<file path="src/rtl/vga_mode_select.sv">
// ---------------------------------------------------------------------------
// vga_mode_select
//
// Front-end control for the colour-bar VGA generator. Two raw push-buttons
// are synchronised, debounced and turned into press events. The events step
// a 2-bit requested pattern. That request becomes the visible `mode` only at
// the falling edge of vsync, so a pattern change never lands mid-frame.
//
// Ports (vga_mode_select)
//   clk           system clock, shared with the VGA generator
//   reset         synchronous, active-high reset
//   btn_next      raw async button; a press advances the pattern
//   btn_prev      raw async button; a press steps the pattern back
//   vsync         generator vsync (low during sync lines), treated as async
//   mode[1:0]     committed pattern select -> generator key[1:0]
//   mode_pending  high while the requested pattern differs from `mode`
//   mode_changed  one-clock pulse after `mode` takes a new, different value
//
// Ports (vga_mode_select_debounce, one per button)
//   clk, reset    as above
//   btn_raw_i     raw asynchronous button level
//   press_o       combinational; high on the edge where the debounced level
//                 flips from released to pressed
// ---------------------------------------------------------------------------
`timescale 1ns/1ps

module vga_mode_select_debounce #(
  parameter int DEBOUNCE_CYCLES = 1_000_000,
  parameter int KEY_ACTIVE_LOW  = 1
) (
  input  logic clk,
  input  logic reset,
  input  logic btn_raw_i,
  output logic press_o
);

  localparam int              CNT_W    = $clog2(DEBOUNCE_CYCLES);
  localparam logic [CNT_W-1:0] CNT_MAX = CNT_W'(DEBOUNCE_CYCLES - 1);
  // Level a button reads while nobody is touching it.
  localparam logic            RELEASED = (KEY_ACTIVE_LOW != 0);

  logic [1:0]       sync_q;
  logic             stb_q,  stb_d;
  logic [CNT_W-1:0] cnt_q,  cnt_d;

  // NOTE: every combinational output gets a default before any branch, so no
  // path leaves it unassigned and no latch is inferred.
  always_comb begin
    stb_d   = stb_q;
    cnt_d   = cnt_q;
    press_o = 1'b0;
    if (sync_q[1] == stb_q) begin
      // Any bounce back to the stable level restarts the count.
      cnt_d = '0;
    end else if (cnt_q == CNT_MAX) begin
      stb_d   = sync_q[1];
      cnt_d   = '0;
      // Only the released-to-pressed flip is an event.
      press_o = (sync_q[1] != RELEASED);
    end else begin
      cnt_d = cnt_q + CNT_W'(1);
    end
  end

  // NOTE: state registers use non-blocking assignments so every flop samples
  // pre-edge values regardless of statement order.
  always_ff @(posedge clk) begin
    if (reset) begin
      // Synchroniser loads the released level so leaving reset with the
      // button up cannot look like a press.
      sync_q <= {2{RELEASED}};
      stb_q  <= RELEASED;
      cnt_q  <= '0;
    end else begin
      sync_q <= {sync_q[0], btn_raw_i};
      stb_q  <= stb_d;
      cnt_q  <= cnt_d;
    end
  end

endmodule

module vga_mode_select #(
  parameter int DEBOUNCE_CYCLES = 1_000_000,
  parameter int KEY_ACTIVE_LOW  = 1
) (
  input  logic       clk,
  input  logic       reset,
  input  logic       btn_next,
  input  logic       btn_prev,
  input  logic       vsync,
  output logic [1:0] mode,
  output logic       mode_pending,
  output logic       mode_changed
);

  logic       next_evt;
  logic       prev_evt;
  logic [1:0] vs_sync_q;   // [1] is the second sync stage (vs_s)
  logic       vs_d_q;      // one-clock-late copy of vs_s
  logic       vs_fall;
  logic [1:0] req_q,     req_d;
  logic [1:0] mode_q,    mode_d;
  logic       changed_q, changed_d;

  vga_mode_select_debounce #(
    .DEBOUNCE_CYCLES (DEBOUNCE_CYCLES),
    .KEY_ACTIVE_LOW  (KEY_ACTIVE_LOW)
  ) u_db_next (
    .clk       (clk),
    .reset     (reset),
    .btn_raw_i (btn_next),
    .press_o   (next_evt)
  );

  vga_mode_select_debounce #(
    .DEBOUNCE_CYCLES (DEBOUNCE_CYCLES),
    .KEY_ACTIVE_LOW  (KEY_ACTIVE_LOW)
  ) u_db_prev (
    .clk       (clk),
    .reset     (reset),
    .btn_raw_i (btn_prev),
    .press_o   (prev_evt)
  );

  assign vs_fall = vs_d_q & ~vs_sync_q[1];

  always_comb begin
    req_d     = req_q;
    mode_d    = mode_q;
    changed_d = 1'b0;

    // Simultaneous next and prev cancel out. 2-bit arithmetic gives the
    // modulo-4 wrap for free.
    unique case ({next_evt, prev_evt})
      2'b10:   req_d = req_q + 2'd1;
      2'b01:   req_d = req_q - 2'd1;
      default: req_d = req_q;
    endcase

    // Commit samples the pre-edge request: a request landing on the same
    // edge stays pending until the next frame.
    if (vs_fall) begin
      mode_d    = req_q;
      changed_d = (req_q != mode_q);
    end
  end

  always_ff @(posedge clk) begin
    if (reset) begin
      vs_sync_q <= 2'b11;
      vs_d_q    <= 1'b1;
      req_q     <= '0;
      mode_q    <= '0;
      changed_q <= 1'b0;
    end else begin
      vs_sync_q <= {vs_sync_q[0], vsync};
      vs_d_q    <= vs_sync_q[1];
      req_q     <= req_d;
      mode_q    <= mode_d;
      changed_q <= changed_d;
    end
  end

  assign mode         = mode_q;
  assign mode_changed = changed_q;
  assign mode_pending = (req_q != mode_q);

endmodule

</file>
<file path="config.mk">
export PLATFORM = sky130hd
export DESIGN_NAME = vga_mode_select
export DESIGN_NICKNAME = d
export VERILOG_FILES = /design/src/rtl/vga_mode_select.sv
export SDC_FILE = /design/constraint.sdc
export NUM_CORES = 1
export LEC_CHECK = 0
export ABC_CLOCK_PERIOD_IN_PS = 3170
export CAP_MARGIN = 20
export CORE_MARGIN = 4
export CORE_UTILIZATION = 35
export CTS_BUF_LIST = sky130_fd_sc_hd__clkbuf_2
export DETAILED_ROUTE_END_ITERATION = 7
export MAX_ROUTING_LAYER = met4
export PLACE_DENSITY_LB_ADDON = 0.2
export SLEW_MARGIN = 5
export SYNTH_ARGS = -nofsm -noshare
export SYNTH_HDL_FRONTEND = slang
export SYNTH_SLANG_ARGS = --single-unit
</file>
<file path="constraint.sdc">
create_clock -name clk -period 3.17 [get_ports clk]
set_input_delay 0.4755 -clock clk [delete_from_list [all_inputs] [get_ports clk]]
set_output_delay 0.4755 -clock clk [all_outputs]
set_load 0.02 [all_outputs]
</file>
Word level (Yosys, flattened, before mapping)
Index checks and enable logic that the tools add are counted.

Add/subtract/negate cells: 4. Equal/unequal tests: 7. Mux-type cells: 5. Bitwise operators: 7. Reduce and logical (&&, ||, !) cells: 6.

Operator list (count): adder 20 x 1 -> 20 bit (second input constant) (2); equality test 20 bit (second input constant) (2); NOT 1 bit (6); OR reduction 3 bit (2); two-way mux 1 bit (4); case mux 2 bit (2 select lines) (1); AND reduction 2 bit (2); adder 2 x 1 -> 2 bit (second input constant) (1); equality test 1 bit (2); equality test 2 x 1 -> 1 bit (second input constant) (1); equality test 2 bit (second input constant) (1); inequality test 2 bit (1); nonzero test 2 bit (1); OR reduction 2 bit (1); subtractor 2 x 1 -> 2 bit (second input constant) (1); bitwise AND 1 bit (1).

Register bits after elaboration: 54. Input bits: 5. Output and inout port bits: 4. Word-level logic and storage cells: 40.

Longest topological paths before layout
Gate-level depths: netlist (run 1).

Depth after elaboration: 5. Depth in mapped cells: 9. Gate-level depth less buffers: 8.

Hierarchy
From an unflattened synthesis (run 1), not the netlist that was laid out.

Cells, all modules: 262. Area, all modules: 2399.8 µm².

Modules (own cells, without submodules): vga_mode_select_debounce (times used 2, cells an instance 116, area an instance 1051.0 µm², seq. area each 460.4 µm²); vga_mode_select (times used 1, cells an instance 30, area an instance 297.8 µm², seq. area each 160.2 µm²).

Worst setup path after synthesis (run 1)
OpenSTA, ideal clock, no wires.

Kind: register to register. From: register u_db_next.cnt_q[0]. To: register req_q[1]. Data arrival time: 2.339 ns. Required time: 3.100 ns. Slack: 0.761 ns. Stages on the path, launching flop included: 9. Path buffers: 1. Path through: dfxtp_1 ha_1 and3_1 clkbuf_1 nand3_1 or4b_1 ha_1 or3_1 a21oi_1.

Word-level cells in the longest chain between the ends: 5. Elaborated cells on any way between the ends: 7. Classes of those cells: eq/ne: 3; mux: 3; reduce/logical: 1.

Ends and longest elaborated chain: from (decl) (line 44) `logic [CNT_W-1:0] cnt_q, cnt_d;`; from (signal assigned) (line 77) `cnt_q <= cnt_d;`; equality test 20 bit * (line 55) `end else if (cnt_q == CNT_MAX) begin`; two-way mux 1 bit * (line 55); two-way mux 1 bit * (line 52) `if (sync_q[1] == stb_q) begin`; equality test 2 x 1 -> 1 bit or equality test 2 bit (tied branches) (line 135) `unique case ({next_evt, prev_evt})`; case mux 2 bit (2 select lines) or nonzero test 2 bit (tied branches); to (signal assigned) (line 159) `req_q <= req_d;`; to (decl) (line 102) `logic [1:0] req_q, req_d;`.

Mark *: on every way between the ends. The rest lies on a longest branch, timed or not. A chain may end at the register's enable or synchronous reset.

Final worst setup path (run 1)
Ends and elaborated chain as after synthesis.

==> results.json, run 1 <==
{
  "status": "complete, no violations",
  "port_buffers": 8,
  "cp-end-kind": "flip-flop",
  "clock_skew_ns": 0.0302,
  "synth-seq-area-share_pct": 47.1,
  "drc": 0,
  "critPathMostFrequentCell": "ha_1",
  "synth_commonest_cells": "dfxtp_1, nor2_1, xnor2_1",
  "drt_iter0_drc": 61,
  "synth_edf_count": 0,
  "gp_congestion": 0.755,
  "drv_slew": 0,
  "worst_slew_pin_slew_ns": 0.838,
  "max_stage_delay_ns": 0.53,
  "clk_latency_ns": 0.43,
  "die_area_mm2": 0.00792,
  "routed_via_density": 4.94,
  "final_layout_size_suffix_gt1_share_pct": 7.92,
  "critical_path_class": "reg2reg",
  "vias": 1691,
  "setup_viol": 0,
  "ioPinCount": 9,
  "top_usage_layer": "met2",
  "dr.pass1.iters": 4,
  "ctsHoldBuffers": 0,
  "grt_use_met2_pct": 19.2,
  "drt-wirelength-per-cell_um": 11.2,
  "ys_ff_latch": 54,
  "synthArstFlopShare_pct": 0,
  "crit_family": "simple AND/OR/NAND/NOR gates",
  "core_area_mm2": 0.00635,
  "fin_util_pct": 39.4,
  "crit_arrival_ns": 2.88,
  "synthMostInstantiatedCell": "dfxtp_1",
  "cts_tree": "built",
  "routed_wl_mm": 3.82,
  "post-route-cell-area_mm2": 0.00250,
  "ir_drop_mv": 0.182,
  "yosysTopAreaCell": "dfxtp_1",
  "ys_warn_count": 0,
  "period_share_pct": 78.8,
  "cts_max_path_buffers": 2,
  "cts_setup_buffers": 0,
  "syn_avg_cell_area_um2": 9.04,
  "root_buffer": "clkbuf_2",
  "min_from": "u_db_prev.sync_q[0]",
  "track_usage_pct": 11.8,
  "cp.buffers_inverters": 0,
  "fin_setup_tns_ns": 0,
  "rrSetupSlack_ns": 0.67,
  "p_leak_nw": 0.779,
  "syn_inst": 254,
  "hold_viol_final": 0,
  "area_growth_pct": 8.88,
  "syn_nets": 262,
  "reg2reg_depth": 7,
  "numPlacedInstances": 334,
  "max_clock_freq_mhz": 400,
  "grt_pass1_vias": 1719,
  "final-instance-count-excl-fill": 342,
  "r2r-end": "req_q[1]",
  "hpwl_mm": 2.75,
  "placementRows": 29,
  "synthTopCellsByArea": "dfxtp_1, xnor2_1, nor2_1",
  "synth-main-ff-cell": "dfxtp_1",
  "use_met1_pct": 14.2,
  "antenna_cells": 0,
  "rr_startpoint": "u_db_next.cnt_q[0]",
  "cts_max_level": 2,
  "crit_chain": "ha_1, and3_1, nand3_1, or4b_1, ha_1, or3_1, a21oi_1",
  "synth.distinct_cells": 32,
  "grt_max_degree": 17,
  "clk_pin_slew_ns": 0.26,
  "final_nets": 272,
  "globalRoute.totalOverflow": 0,
  "maxSlewHeadroom_pct": 43.9,
  "final_antenna_net_count": 0,
  "antenna_found_initial": 0,
  "hp-class": "reg2reg",
  "rsz0062_at_grt": "false",
  "placed_area_mm2": 0.00246,
  "critPathMaxFanout": 7,
  "holdWs_ns": 0.424,
  "synthesis.area_mm2": 0.00230,
  "grt_pass1_wl_mm": 7.30,
  "drv_cap": 0,
  "power_density_mw_per_mm2": 390,
  "met3_usage_pct": 3.04,
  "dieHeight_um": 89.0,
  "fp.dieW_um": 89.0,
  "whs_path_depth": 1,
  "whs_endpoint": "u_db_prev.sync_q[1]",
  "start_util_pct": 36.2,
  "numCtsBuffers": 5,
  "synth_top_area_share_pct": 47.1,
  "worstPathRequired_ns": 3.55,
  "fin_crit_ns": 2.50,
  "start_kind": "flip-flop",
  "clock-sinks": 54,
  "cts_resized": 0,
  "slowest_stage": "or4b_1"
}
[worst max-delay path by stage]
stage	cells past startpoint	to	slack [ns]	startpoint
after detailed placement	7	req_q[1]	0.68	u_db_next.cnt_q[0]
after global routing	7	req_q[1]	0.47	u_db_next.cnt_q[0]
after floorplan	8	req_q[1]	0.76	u_db_next.cnt_q[0]
after global placement	7	req_q[1]	0.74	u_db_next.cnt_q[0]
final	7	req_q[1]	0.67	u_db_next.cnt_q[0]
after CTS	7	req_q[1]	0.65	u_db_next.cnt_q[0]
[cell usage in the layout, fill, tap and decap left out]
cell type,n
dfxtp_1,54
nor2_1,36
xnor2_1,20
nand3_1,12
a21oi_1,12
or3_1,11
o21ai_0,11
xor2_1,11
nand4_1,10
and3_1,9
nand2_1,9
inv_1,9
clkdlybuf4s50_1,8
or2_2,7
clkbuf_2,6
nor4b_1,5
and4_1,3
o211ai_1,3
nor4_1,3
nor3_1,3
o31ai_1,3
or4_1,3
ha_1,3
buf_4,3
mux2i_1,2
or4b_1,1
and4_2,1
nand3_2,1
nand4_2,1
nor2b_1,1
and2_1,1
nand4bb_1,1
clkinv_2,1
clkinv_4,1
[power breakdown]
group / leakage (nW) / switching [W] / total (W) / internal [W]
Clock: 0.0330 / 0.000208 / 0.000266 / 0.0000584
Sequential: 0.437 / 0.00000220 / 0.000688 / 0.000686
Combinational: 0.310 / 0.00000943 / 0.0000195 / 0.0000101
Total: 0.779 / 0.000220 / 0.000974 / 0.000755
[per-layer routing]
metal  vias to the layer above  wire, um
met5                         -         0
met2                         6      1810
met4                         0        51
met1                       770      1890
li1                        910         -
met3                         5        77
[kinds of logic after synthesis]
kind of cell	share of synthesized area (%)
XOR/XNOR	11.8
flip-flops	47.1
multiplexers	0.872
AND/OR/NAND/NOR	28.4
adder cells (fa/ha/maj)	1.64
buffers and inverters	3.16
AO/OA/AOI/OAI	6.98
[sequential cells by signal, indices dropped and copies added (netlist names)]
| register | flops |
|---|---|
| u_db_next.cnt_q | 20 |
| u_db_prev.sync_q | 2 |
| u_db_prev.stb_q | 1 |
| u_db_prev.cnt_q | 20 |
| u_db_next.sync_q | 2 |
| req_q | 2 |
| u_db_next.stb_q | 1 |
| mode | 2 |
| vs_sync_q | 2 |
| mode_changed | 1 |
| vs_d_q | 1 |
[area by class of cell]
class                      instances  area [um^2]
fill                             633         3850
multi-input combinational        183         1140
sequential                        54         1080
timing repair buffer              11          103
tap                               77         96.3
inverter                           9         33.8
clock buffer                       6         30.0
clock inverter                     2         13.8
[stage by stage]
| step | power, W | worst slack [ns] |
|---|---|---|
| final | 0.000974 | 0.673 |
| after global routing | 0.00103 | 0.473 |
| after CTS | 0.000996 | 0.650 |
| after detailed placement | 0.000721 | 0.680 |
| after global placement | 0.000721 | 0.739 |
| after floorplan | 0.000711 | 0.761 |
Note: power is estimated with default switching activity, not from simulation.
==> inputs of run 2 (changes only) <==
- ABC_CLOCK_PERIOD_IN_PS: 3170 -> 2400
- clock period: 3.17 -> 2.4 ns (I/O delays scaled with it)
==> run 2 against run 1 <==
  * Die area unchanged
  * Non-clock buffer count rose by 8
  * Clock skew decreased by 0.012 ns
  * Core utilization rose by 1.5 points
  * Register-to-register slack worse by 0.54 ns
  * Final cell count grew 2.3%
  * Combinational power up 35%
  * Wire length rose by 4.9%
  * Critical path depth shrank 1
  * Fmax grew 10%
  * Setup slack worse by 0.54 ns
  * Highest routed layer unchanged
==> results.json, run 2 (synthesis gave the netlist of run 1 again) <==
{
  "status": "complete, no violations",
  "die_area_mm2": 0.00792,
  "multiInputGateArea_mm2": 0.00115,
  "area_growth_pct": 13.0,
  "numCtsBuffers": 5,
  "fin_setup_tns_ns": 0,
  "max_clock_freq_mhz": 441,
  "drv_cap": 0,
  "setup_ws_ns": 0.132,
  "antenna_cells": 0,
  "max_stage_delay_ns": 0.49,
  "routed_wl_mm": 4.01,
  "ir_drop_mv": 0.287,
  "final_nets": 280,
  "top_regs": "u_db_next.cnt_q x20, u_db_prev.cnt_q x20",
  "cts_tree": "built",
  "drv_slew": 0,
  "maxSlewHeadroom_pct": 78.5,
  "seq_area_mm2": 0.00108,
  "globalRoute.totalOverflow": 0,
  "slowest_stage": "or4b_1",
  "clock-sinks": 54,
  "cts_max_path_buffers": 2,
  "rsz0062_at_grt": "false",
  "start_kind": "flip-flop",
  "cp-end-kind": "flip-flop",
  "crit_arrival_ns": 2.66,
  "critPathMaxFanout": 3,
  "power_density_mw_per_mm2": 538,
  "gp_congestion": 0.744,
  "final_antenna_net_count": 0,
  "grt_pass1_vias": 1654,
  "routed_via_density": 4.95,
  "final_layout_size_suffix_gt1_share_pct": 11.4,
  "worstPathRequired_ns": 2.80,
  "period_share_pct": 94.5,
  "cp.buffers_inverters": 0,
  "fillCellCount": 655,
  "hp-class": "reg2reg",
  "setup_viol": 0,
  "placementRows": 29,
  "port_buffers": 8,
  "hold_viol_final": 0,
  "dieHeight_um": 89.0,
  "drc": 0,
  "drt-wirelength-per-cell_um": 11.5,
  "hpwl_mm": 2.84,
  "clock_skew_ns": 0.0182,
  "dp_slack_ns": 0.143,
  "root_buffer": "clkbuf_2",
  "drt_iter0_drc": 96,
  "clk_latency_ns": 0.43,
  "fp.dieW_um": 89.0,
  "cts_max_level": 2,
  "critical_path_class": "reg2reg",
  "grt_max_degree": 21,
  "track_usage_pct": 11.8,
  "core_area_mm2": 0.00635,
  "p_leak_nw": 0.821,
  "clk_pin_slew_ns": 0.27,
  "start_util_pct": 36.2,
  "layout_commonest_cell": "dfxtp_1",
  "crit_family": "simple AND/OR/NAND/NOR gates",
  "worst_slew_pin_slew_ns": 0.318,
  "ioPinCount": 9,
  "antenna_found_initial": 0,
  "fin_crit_ns": 2.27,
  "vias": 1731,
  "layout_common_cells": "dfxtp_1, nor2_1, xnor2_1",
  "grt_pass1_wl_mm": 7.29,
  "dr.pass1.iters": 4,
  "crit_chain": "nor4b_1, nand4_1, or4b_1, ha_1, or3_1, a21oi_1"
}
run 2: cell type report:
class	count	area share (%)
multi-input combinational	183	44.3
clock buffer	5	0.965
tap	77	3.71
clock inverter	3	1.74
inverter	9	1.30
timing repair buffer	19	6.27
sequential	54	41.7
run 2: layer usage:
layer | global-route usage (%) | wire length (um) | up-vias | part of all wire, %
met5 | - | 0 | - | 0
met4 | 4.06 | 57 | 0 | 1.4
met3 | 2.76 | 91 | 7 | 2.3
met2 | 18.8 | 1800 | 13 | 45
met1 | 14.8 | 2060 | 791 | 51
li1 | - | - | 920 | -
run 2: worst paths after layout:
check,start,end,slack [ns],depth (start not counted)
worst max-delay path,u_db_next.cnt_q[10],req_q[1],0.13,6
worst min-delay path,u_db_next.cnt_q[0],u_db_next.cnt_q[0],0.44,1
worst max register to register,u_db_next.cnt_q[10],req_q[1],0.13,6
worst min register to register,u_db_next.cnt_q[0],u_db_next.cnt_q[0],0.44,1
run 2: metrics by stage:
step	cell area, um^2	utilization (%)	cells	hold slack [ns]	power, W
finish	2590	40.8	350	0.444	0.00140
global route	2590	40.8	350	0.412	0.00146
CTS	2580	40.6	349	0.421	0.00143
detailed placement	2510	39.5	341	0.394	0.000952
global placement	2510	39.5	341	0.395	0.000952
floorplan	2300	-	254	0.389	0.000940
run 2: timing repair:
action / in CTS / in global routing
setup endpoints to repair: 0 / 1
buffers inserted: 0 / 1
hold buffers: 0 / 0
resized for setup: 0 / 2
run 2: where the power goes:
part	switching, W	internal [W]	total [W]
registers	0.00000287	0.000906	0.000909
logic	0.0000125	0.0000139	0.0000264
clock network	0.000286	0.000174	0.000460
